`config.mk`:
```
export PLATFORM = sky130hd
export DESIGN_NAME = dma_req_arb
export DESIGN_NICKNAME = d
export VERILOG_FILES = /design/src/rtl/dma_pkg.sv /design/src/rtl/dma_rr_pick.sv /design/src/rtl/dma_req_arb.sv
export SDC_FILE = /design/constraint.sdc
export NUM_CORES = 1
export LEC_CHECK = 0
export ABC_AREA = 1
export CAP_MARGIN = 30
export CORE_AREA = 2 2 134 136
export CTS_BUF_LIST = sky130_fd_sc_hd__clkbuf_8
export CTS_CLUSTER_SIZE = 40
export DETAILED_ROUTE_END_ITERATION = 10
export DIE_AREA = 0 0 136 138
export GPL_TIMING_DRIVEN = 0
export PLACE_DENSITY = 0.56
export RECOVER_POWER = 25
export REMOVE_ABC_BUFFERS = 1
export SYNTH_ARGS = -nofsm -noshare
export SYNTH_HDL_FRONTEND = slang
export SYNTH_HIERARCHICAL = 1
export SYNTH_SLANG_ARGS = --single-unit
```
`constraint.sdc`:
```
create_clock -name clk -period 3 [get_ports clk]
set_clock_uncertainty 0.15 [all_clocks]
set_input_delay 0.3 -clock clk [delete_from_list [all_inputs] [get_ports clk]]
set_output_delay 0.3 -clock clk [all_outputs]
set_load 0.05 [all_outputs]
```
`src/rtl/dma_pkg.sv`:
```
// Shared types and constants for the DMA subsystem arbiters.
// The optional DMA_ARB_WDOG_EN watchdog uses WDOG_MAX as its stall limit.
package dma_pkg;

  typedef enum logic [1:0] {
    IDLE = 2'd0,
    REQ  = 2'd1,
    DATA = 2'd2
  } arb_state_e;

  localparam int DMA_AW = 32;
  localparam int DMA_LW = 16;
  localparam int DMA_DW = 32;

  localparam logic [15:0] WDOG_MAX = 16'hFFFF;

  // Next round-robin index after id, wrapping to 0 at n.
  function automatic int rr_next(input int id, input int n);
    return (id + 1 >= n) ? 0 : id + 1;
  endfunction

endpackage

```
`src/rtl/dma_rr_pick.sv`:
```
// Combinational round-robin picker: first set bit of req_i searching upward
// from ptr_i, wrapping modulo N. found_o is low when req_i is all zero.
module dma_rr_pick #(
  parameter int N  = 4,
  parameter int IW = (N > 1) ? $clog2(N) : 1
) (
  input  logic [N-1:0]  req_i,
  input  logic [IW-1:0] ptr_i,
  output logic [IW-1:0] idx_o,
  output logic          found_o
);

  int cand;

  always_comb begin
    idx_o   = '0;
    found_o = 1'b0;
    cand    = 0;
    for (int i = 0; i < N; i++) begin
      cand = int'(ptr_i) + i;
      if (cand >= N) cand = cand - N;
      if (!found_o && req_i[cand]) begin
        found_o = 1'b1;
        idx_o   = IW'(cand);
      end
    end
  end

endmodule

```
`src/rtl/dma_req_arb.sv`:
```
// Round-robin sharing of one DMA engine between NUM_REQ requesters; the owner
// holds the engine from request acceptance to its last beat. Optional watchdog: DMA_ARB_WDOG_EN.
module dma_req_arb
  import dma_pkg::*;
#(
  parameter int NUM_REQ = 4,
  parameter int AW      = DMA_AW,
  parameter int LW      = DMA_LW,
  parameter int DW      = DMA_DW,
  parameter int BEW     = DW / 8,
  parameter int IW      = $clog2(NUM_REQ)
) (
  input  logic                  clk,
  input  logic                  rst_n,
  input  logic [NUM_REQ-1:0]    s_req,
  input  logic [NUM_REQ*AW-1:0] s_addr,
  input  logic [NUM_REQ*LW-1:0] s_len,
  input  logic [NUM_REQ-1:0]    s_dack,
  output logic [NUM_REQ-1:0]    s_ack,
  output logic [NUM_REQ-1:0]    s_dvld,
  output logic [NUM_REQ-1:0]    s_d_last,
  output logic [DW-1:0]         s_data,
  output logic [BEW-1:0]        s_be,
  output logic                  m_req,
  output logic [AW-1:0]         m_addr,
  output logic [LW-1:0]         m_len,
  output logic                  m_dack,
  input  logic                  m_ack,
  input  logic                  m_dvld,
  input  logic                  m_d_last,
  input  logic [DW-1:0]         m_data,
  input  logic [BEW-1:0]        m_be,
`ifdef DMA_ARB_WDOG_EN
  output logic                  wdog_err,
`endif
  output logic                  busy,
  output logic [IW-1:0]         gnt_id,
  output arb_state_e            dbg_state,
  output logic [IW-1:0]         dbg_rr_ptr
);

  // Handshakes: a request is accepted in a cycle with m_req & m_ack high; a
  // data beat moves in a cycle with m_dvld & m_dack high. Requesters hold
  // s_req/addr/len stable until they see s_ack.

  arb_state_e    state_q, state_d;
  logic [IW-1:0] gnt_q, gnt_d;
  logic [IW-1:0] rr_q, rr_d;
  logic [IW-1:0] pick_idx;
  logic          pick_found;
  logic [IW-1:0] rr_inc;
  logic          beat;

  dma_rr_pick #(
    .N  (NUM_REQ),
    .IW (IW)
  ) u_pick (
    .req_i   (s_req),
    .ptr_i   (rr_q),
    .idx_o   (pick_idx),
    .found_o (pick_found)
  );

  assign rr_inc = IW'(rr_next(int'(gnt_q), NUM_REQ));
  assign beat   = m_dvld & m_dack;

`ifdef DMA_ARB_WDOG_EN
  logic [15:0] wd_q, wd_d;
  logic        wd_timeout;

  assign wd_timeout = (state_q == DATA) && (wd_q == WDOG_MAX);
  assign wdog_err   = wd_timeout;

  always_comb begin
    wd_d = wd_q;
    if (state_q == REQ && state_d == DATA) begin
      wd_d = '0;
    end else if (state_q == DATA) begin
      if (beat)         wd_d = '0;
      else if (!m_dvld) wd_d = wd_q + 16'd1;
    end
  end

  always_ff @(posedge clk or negedge rst_n) begin
    if (!rst_n) wd_q <= '0;
    else        wd_q <= wd_d;
  end
`endif

  always_ff @(posedge clk or negedge rst_n) begin
    if (!rst_n) begin
      state_q <= IDLE;
      gnt_q   <= '0;
      rr_q    <= '0;
    end else begin
      state_q <= state_d;
      gnt_q   <= gnt_d;
      rr_q    <= rr_d;
    end
  end

  always_comb begin
    state_d = state_q;
    gnt_d   = gnt_q;
    rr_d    = rr_q;
    case (state_q)
      IDLE: begin
        if (pick_found) begin
          gnt_d   = pick_idx;
          state_d = REQ;
        end
      end
      REQ: begin
        // Acceptance wins over a same-cycle request drop: the engine took it.
        if (m_ack)               state_d = DATA;
        else if (!s_req[gnt_q])  state_d = IDLE;
      end
      DATA: begin
        if (beat && m_d_last) begin
          state_d = IDLE;
          rr_d    = rr_inc;
        end
`ifdef DMA_ARB_WDOG_EN
        if (wd_timeout) begin
          state_d = IDLE;
          rr_d    = rr_inc;
        end
`endif
      end
      default: state_d = IDLE;
    endcase
  end

  always_comb begin
    m_req    = 1'b0;
    m_addr   = '0;
    m_len    = '0;
    m_dack   = 1'b0;
    s_ack    = '0;
    s_dvld   = '0;
    s_d_last = '0;
    case (state_q)
      REQ: begin
        m_req        = 1'b1;
        m_addr       = s_addr[int'(gnt_q)*AW +: AW];
        m_len        = s_len[int'(gnt_q)*LW +: LW];
        s_ack[gnt_q] = m_ack;
      end
      DATA: begin
        s_dvld[gnt_q]   = m_dvld;
        s_d_last[gnt_q] = m_d_last;
        m_dack          = s_dack[gnt_q];
      end
      default: ;
    endcase
  end

  assign s_data     = m_data;
  assign s_be       = m_be;
  assign busy       = (state_q != IDLE);
  assign gnt_id     = gnt_q;
  assign dbg_state  = state_q;
  assign dbg_rr_ptr = rr_q;

endmodule
```
Yosys cells after proc, flatten, opt, wreduce, memory -nomap -nowiden:

Index checks and enable logic that the tools add are counted.

* multiplexer cells: 43
* reductions and logical operators: 13
* add/sub/neg operators: 8
* shifts and indexed selects: 2
* equal/unequal tests: 5
* bitwise logic cells: 4
* order comparisons: 11

Operators by type and width (number)
* two-way mux 32 bit: 5
* < comparator 32 x 4 -> 1 bit (second input constant): 4
* variable part select 128 x 8 -> 32 bit: 1
* >= comparator 32 x 4 -> 1 bit (second input constant): 3
* subtractor 32 x 4 -> 32 bit (second input constant): 3
* variable part select 64 x 7 -> 16 bit: 1
* two-way mux 2 bit: 9
* two-way mux 1 bit: 17
* two-way mux 16 bit: 1
* bitwise AND 4 bit: 3
* binary-select mux 1 bit (select 2 bit): 6
* two-way mux 4 bit: 3
* adder 2 x 1 -> 3 bit (second input constant): 2
* adder 2 x 2 -> 3 bit (second input constant): 2
* one-hot mux 2 bit (3 select lines): 1
* logical AND 1 bit: 5
* != test 2 bit (second input constant): 2
* AND reduction 2 bit: 2
* subtractor 2 x 3 -> 4 bit (second input constant): 1
* >= comparator 2 x 3 -> 1 bit (second input constant): 1
* >= comparator 3 bit (second input constant): 1
* logical NOT 1 bit: 3
* < comparator 2 x 3 -> 1 bit (second input constant): 1
* != test 3 bit (second input constant): 1
* 8 further kinds: 8

* register bits after elaboration: 6
* output and inout bits: 105
* input port bits: 241
* word-level logic and storage cells: 89

Depth between registers and ports, before layout:

Gate-level depths: netlist of the first run.

* depth after elaboration: 17
* mapped depth: 12

By module:

The synthesis of the first run kept the hierarchy.

Modules (own cells, without submodules)
* dma_req_arb: area an instance 2431.1 µm², seq. area each 150.1 µm², times used 1, cells each 487
* dma_rr_pick: area an instance 319.1 µm², seq. area each 0.0 µm², times used 1, cells each 59

Least setup slack after synthesis of the first run:

OpenSTA, ideal clock, no wires.

* path type: register to output
* start: register gnt_q[1], in the netlist gnt_id[1]
* end: output port s_d_last[1]
* slack: 0.173 ns
* data arrival time: 2.377 ns
* cell stages (with the launch flop): 7
* path through: dfrtp_1 buf_2 inv_2 buf_2 ha_1 inv_1 nor3_1

* longest elaborated chain between the ends: 6

Ends and longest elaborated chain
* start, declared: line dma_req_arb.sv:47 `logic [IW-1:0] gnt_q, gnt_d;`
* start signal, assigned: line dma_req_arb.sv:97 `gnt_q <= gnt_d;`
* < comparator 2 x 3 -> 1 bit (implied by the code) / >= comparator 2 x 1 -> 1 bit (equally long branches): line dma_req_arb.sv:151 `s_d_last[gnt_q] = m_d_last;`
* logical AND 1 bit (implied by the code): line dma_req_arb.sv:151
* two-way mux 1 bit (implied by the code): line dma_req_arb.sv:151
* demux 1 bit (select 2 bit) (*): line dma_req_arb.sv:151
* bitwise AND 4 bit (no line) (*)
* two-way mux 4 bit (*): line dma_req_arb.sv:142 `case (state_q)`
* end, declared: line dma_req_arb.sv:21 `output logic [NUM_REQ-1:0] s_d_last,`

Every way passes the cells marked *; elsewhere a longest branch is shown, timed or not.

Worst setup path in the final report of the first run:

* start: register gnt_q[0], in the netlist gnt_id[0]
* end: output port s_ack[2]

* longest elaborated chain between the ends: 6

Ends and longest elaborated chain
* < comparator 2 x 3 -> 1 bit (implied by the code) / >= comparator 2 x 1 -> 1 bit (equally long branches): line dma_req_arb.sv:147 `s_ack[gnt_q] = m_ack;`
* logical AND 1 bit (implied by the code): line dma_req_arb.sv:147
* two-way mux 1 bit (implied by the code): line dma_req_arb.sv:147
* demux 1 bit (select 2 bit) (*): line dma_req_arb.sv:147
* bitwise AND 4 bit (no line) (*)
* two-way mux 4 bit (*): line dma_req_arb.sv:142
* end, declared: line dma_req_arb.sv:19 `output logic [NUM_REQ-1:0] s_ack,`

Marks and branches as above.

==> results of run 1 <==
worst paths after layout:
path                                            from                        end  slack (ps)  cells after the start
max                            gnt_id[0]$_DFFE_PN0P_                   s_ack[2]         140                      5
min                                            rst_n      gnt_id[0]$_DFFE_PN0P_         240                      1
max reg2reg                    gnt_id[1]$_DFFE_PN0P_   dbg_state[1]$_DFFE_PN0P_        1000                      7
min reg2reg                dbg_rr_ptr[1]$_DFFE_PN0P_  dbg_rr_ptr[1]$_DFFE_PN0P_         510                      2
max in group asynchronous                      rst_n      gnt_id[1]$_DFFE_PN0P_        2210                      1
min in group clk                          m_data[12]                 s_data[12]         450                      0
power by group through the flow:
stage | Clock [W] | Sequential (W) | Combinational [W]
2_1_floorplan | 0 | 0.000504 | 0.00288
5_1_grt | 0.000139 | 0.000356 | 0.00502
4_1_cts | 0.000130 | 0.000346 | 0.00470
3_3_place_gp | 0 | 0.000537 | 0.00453
3_5_place_dp | 0 | 0.000374 | 0.00477
6_report | 0.000128 | 0.000339 | 0.00464
state kept, by name, summed over array words and instances, names as in the netlist:
register,cells
dbg_state,2
dbg_rr_ptr,2
gnt_id,2
stage by stage:
step / setup WS (ps) / hold WS, ps / cells / utilization, %
after floorplan: -1840 / -146 / 471 / -
after global placement: -4090 / 412 / 973 / 30.0
after detailed placement: -233 / 415 / 978 / 30.6
after CTS: 2.85 / 177 / 983 / 30.8
after global routing: 3.26 / 257 / 983 / 30.9
final: 136 / 238 / 983 / 30.9
layout by cell type (no fill, tap or decap), drive strengths merged:
master,instances
dlygate4sd2,38
a21oi,52
clkdlybuf4s50,215
buf,6
dlymetal6s2s,12
dlygate4sd3,1
inv,27
nand3b,1
clkdlybuf4s15,4
nand4,3
nand3,13
o21ai,97
clkbuf,6
dfrtp,6
nor2,206
ha,4
nor3,8
nand2,55
final cells by class:
class | instances | area (sq um)
multi-input cells | 439 | 1990
flip-flops and latches | 6 | 158
clock inverters | 1 | 3.75
inverters | 26 | 105
fillers | 1956 | 12100
clock buffers | 3 | 41.3
repair buffers | 279 | 2840
well taps | 229 | 287
per-layer routing:
layer | vias up | wire, um | track usage [%]
li1 | 2133 | - | -
met1 | 1780 | 6660 | 18.7
met2 | 241 | 6310 | 22.8
met3 | 10 | 2280 | 9.31
met4 | 2 | 95 | 1.37
met5 | - | 93 | 4.23
critical path, cell delays in order (launching register included):
cell and delay (ps):
dfrtp_4 650, inv_6 330, ha_1 200, inv_1 60, nor2_1 100, clkdlybuf4s50_1 830
repair_timing:
action | in CTS | in global routing
endpoints found under the setup margin | 58 | 19
resized for setup | 49 | 21
setup buffers | 1 | 0
endpoints found under the hold margin | 0 | 0
hold buffers | 0 | 0
kinds of logic after synthesis:
group | Yosys count
buffers and inverters | 101
AOI/OAI and AO/OA | 149
and+or+nand+nor | 286
adders and majority gates | 4
DFF | 6
==> results.cfg, run 1 <==
[critical_path]
start_kind = flop
crit_type = reg -> out
required_ps = 2550
critPathArrivalTime_ps = 2410
cp_max_fo = 46
end_kind = output port

[place]
place_area_sq_um = 5370
hpwlAfterDp_mm = 12.1
gp_congestion = 0.796
io_buffers = 273

[route]
drc = 0
first_iter_violations = 181
firstDrtPassIters = 4
via_per_inst = 4.24
wirelength_mm = 15.4
ant_nets = 0
routedWlPerCell_um = 15.7
vias = 4166

[power]
power_frac_comb_pct = 90.9
p_clk_share_pct = 2.5
power_frac_seq_pct = 6.6
powerDensity_nw_per_um2 = 943
internal_power_w = 0.00173
p_total_w = 0.00511
power.leakage_nw = 2.46
peakVddDrop_uv = 745
power_switching_w = 0.00338
switching_share_pct = 66.1

[floorplan]
io_pins = 346
die_h_um = 138
rows = 49
initial_core_util_pct = 15.7
die-area_sq_um = 18800
die_x_um = 136
core_area_sq_um = 17500

[logic_synthesis]
synth_most_common_cell = nor2_1
yosysWarnings = 6
yosys.area.top_type = nor2_1
synth_top_family_by_area = simple AND/OR/NAND/NOR gates
yosys_register_bits = 6
synth-edff-count = 0
syn_inst = 546
synthSimpleGateAreaFrac_pct = 43.3
muxShareOfSynthArea_pct = 0
async_flop_share_pct = 100
yosys.area_share.adder_pct = 1.82
avgSynthCellArea_sq_um = 5.04
synth-xor-area-share_pct = 0
ys_top_cells_by_area = nor2_1, o21ai_0, buf_4
yosysUniqueCellTypes = 23
ys_seq_area_share_pct = 5.46
yosys.area.top_type_share_pct = 27.7
yosys_most_used_dff = dfrtp_1
synth-compound-area-share_pct = 27.1
synth_common_cells = nor2_1, o21ai_0, a21oi_1
syn-cell-area_sq_um = 2750

[global_route]
antenna_found_initial = 0
grt_overflow = 0
grt_pass1_vias = 3980
grt_max_degree = 59
grtUsageTotal_pct = 15.1
grt_pass1_wl_mm = 22.3

[timing]
rsz0062_at_grt = no
slew_headroom_pct = 61.6
tns_ps = 0
finalCriticalPeriod_ps = 2860
tightest_slew_ps = 574
finalSetupViolCount = 0
hold_violations = 0
slew_viol_final = 0
fin_crit_sh_pct = 95.5
fmax_ghz = 0.349

[clock_network]
clk-insertion-delay-late_ps = 230
cts_buffers = 3
cts_buffer_depth = 2
htree_levels = 1
path_clk_slew_ps = 40
cts_sinks = 6
cts_tree = done
root_buffer = clkbuf_8

[final_layout]
final_cell_area_sq_um = 5420
diodes = 0
syn_to_final_growth_pct = 97.0
final_nets = 1000
layout-drive-gt1-share_pct = 5.17

[run_status]
status = finished clean

[min_path]
hold_class = in -> async

[job]
drv_cap = 0
Note: power is estimated with default switching activity, not from simulation.
==> run 2: changes to the inputs <==
--- a/config.mk
+++ b/config.mk
@@ -7,13 +7,16 @@
 export LEC_CHECK = 0
 export ABC_AREA = 1
 export CAP_MARGIN = 30
-export CORE_AREA = 2 2 134 136
+export CELL_PAD_IN_SITES_DETAIL_PLACEMENT = 1
+export CELL_PAD_IN_SITES_GLOBAL_PLACEMENT = 1
+export CORE_ASPECT_RATIO = 0.8
+export CORE_MARGIN = 10
+export CORE_UTILIZATION = 16
 export CTS_BUF_LIST = sky130_fd_sc_hd__clkbuf_8
-export CTS_CLUSTER_SIZE = 40
+export CTS_CLUSTER_SIZE = 28
 export DETAILED_ROUTE_END_ITERATION = 10
-export DIE_AREA = 0 0 136 138
 export GPL_TIMING_DRIVEN = 0
-export PLACE_DENSITY = 0.56
+export PLACE_DENSITY = 0.91
 export RECOVER_POWER = 25
 export REMOVE_ABC_BUFFERS = 1
 export SYNTH_ARGS = -nofsm -noshare
==> run 2 against run 1 <==
  * First-iteration DRC count fell by 30%
  * Wire length grew 25%
  * Power is 1.2% higher
  * Die area grew 22%
  * Combinational power increased by 2%
  * Maximum frequency fell by 1.1%
  * Core utilization grew 0.98 points
  * Via count grew 5.3%
  * Flip-flop and latch count is the same
  * Critical path depth up 2
  * Worst hold slack worse by 3.9 ps
==> results.cfg, run 2 (same netlist as run 1, synthesis figures left out) <==
[critical_path]
end_kind = output port
timing.critical_path.mode_cell = buf_12
crit_path_max_incr_delay_ps = 640
required_ps = 2550
crit_buf_inv = 4
worstRegToRegCells = 10
critPathArrivalTime_ps = 2450
critical_path_depth = 7
path_delay_family = buffers and inverters
start_kind = flop
cp_cell_sequence = buf_12 -> inv_4 -> buf_12 -> nor2_1 -> o21ai_1 -> a21oi_1 -> clkdlybuf4s15_2
crit_type = reg -> out
cp_max_fo = 29
slowest_stage = dfrtp_4

[place]
hpwlAfterDp_mm = 16.0
dpl_worst_slack_ps = -610
io_buffers = 273
dp_cells = 968
gp_congestion = 0.822

[power]
internal_power_w = 0.00166
power_switching_w = 0.00351
power_frac_comb_pct = 91.3
power.leakage_nw = 2.26
powerDensity_nw_per_um2 = 971
peakVddDrop_uv = 570
switching_share_pct = 67.9
power_frac_seq_pct = 6.3
p_clk_share_pct = 2.4

[route]
first_iter_violations = 127
firstDrtPassIters = 4
routedWlPerCell_um = 19.9
wirelength_mm = 19.3
drc = 0
via_per_inst = 4.51
vias = 4385
ant_nets = 0

[clock_network]
htree_levels = 1
path_clk_slew_ps = 40
clk-insertion-delay-late_ps = 230
ctsHoldBuffers = 0
cts_buffers = 3
cts_tree = done
cts_buffer_depth = 2
root_buffer = clkbuf_8
cts_sinks = 6

[timing]
slew_headroom_pct = 62.2
setup_slack_ps = 103
tightest_slew_ps = 569
fmax_ghz = 0.345
hold_violations = 0
finalCriticalPeriod_ps = 2900
fin_crit_sh_pct = 96.6
finalSetupViolCount = 0
slew_viol_final = 0

[final_layout]
finalNonFillerCells = 972
layout_common_cells = clkdlybuf4s50_1, nor2_1, o21ai_0
final_common_cell = clkdlybuf4s50_1
final_nets = 999
syn_to_final_growth_pct = 93.7
layout-drive-gt1-share_pct = 7.18
diodes = 0

[global_route]
grtUsageTotal_pct = 15.2
grt_overflow = 0
grt_max_degree = 104
antenna_found_initial = 0
grt_pass1_vias = 4593
grt_pass1_wl_mm = 27.7

[floorplan]
die_x_um = 167
die-area_sq_um = 22900
die_h_um = 137
initial_core_util_pct = 16.5
rows = 42
core_area_sq_um = 16700
io_pins = 346

[job]
drv_cap = 0

[min_path]
hold_class = in -> async

[run_status]
status = finished clean
run 2: cell count changes in the layout (fill, tap and decap cells not counted), sizes merged:
cell,previous run,this run
dlymetal6s2s,12,0
clkdlybuf4s15,4,14
clkbuf,6,15
clkdlybuf4s50,215,211
dlygate4sd2,38,35
buf,6,5
inv,27,26
run 2: area by class of cell:
cell class / count / area, sq um
multi-input combinational: 439 / 1990
tap: 220 / 275
timing repair buffer: 278 / 2750
inverter: 26 / 113
sequential: 6 / 158
clock buffer: 3 / 41.3
fill: 2199 / 11400
run 2: stage by stage:
step / utilization [%] / setup TNS (ps) / hold slack, ps / total power (W) / instance area, sq um
after floorplan: - / -89250 / -146 / 0.00338 / 2230
after global placement: 31.4 / -229570 / 401 / 0.00505 / 5240
after detailed placement: 31.9 / -26280 / 408 / 0.00524 / 5340
after CTS: 31.9 / 0 / 165 / 0.00517 / 5340
after global routing: 31.9 / -17.8 / 255 / 0.00560 / 5330
final: 31.9 / 0 / 235 / 0.00517 / 5330
run 2: metal layers:
metal  global-route usage (%)  vias up  share of wire (%)
met5                     4.55        -               0.57
met4                     1.61        2                1.1
met3                     8.97       16                 13
met2                     25.3      210                 46
met1                     16.8     2025                 40
li1                         -     2132                  -
run 2: final timing paths:
check                                               start                         to  slack [ps]
worst max-delay path                gnt_id[1]$_DFFE_PN0P_                  m_addr[1]         100
worst min-delay path                                rst_n      gnt_id[1]$_DFFE_PN0P_         230
worst max register to register  dbg_rr_ptr[0]$_DFFE_PN0P_      gnt_id[1]$_DFFE_PN0P_         900
worst min register to register  dbg_rr_ptr[1]$_DFFE_PN0P_  dbg_rr_ptr[1]$_DFFE_PN0P_         540
max in group asynchronous                           rst_n      gnt_id[0]$_DFFE_PN0P_        2210
min in group clk                                m_data[0]                  s_data[0]         450
run 2: power groups by stage:
stage	clock network, W	registers [W]	logic [W]
3_5_place_dp	0	0.000353	0.00489
5_1_grt	0.000131	0.000346	0.00512
2_1_floorplan	0	0.000504	0.00288
6_report	0.000123	0.000325	0.00472
4_1_cts	0.000125	0.000356	0.00469
3_3_place_gp	0	0.000532	0.00452
run 2: worst register-to-register path, stage by stage, from the launching register on:
cell	delay (ps)
dfrtp_1	660
inv_2	200
nand2_1	120
nand2_2	80
nand2_2	90
nand2_2	60
nor2_4	120
nand3b_1	100
nand2_1	170
nor2_1	80
a21oi_1	190
run 2: what timing repair did:
item	4_1_cts	5_1_grt
resized for setup	85	31
endpoints found under the setup margin	60	52
gates cloned	0	0
buffers inserted	0	1
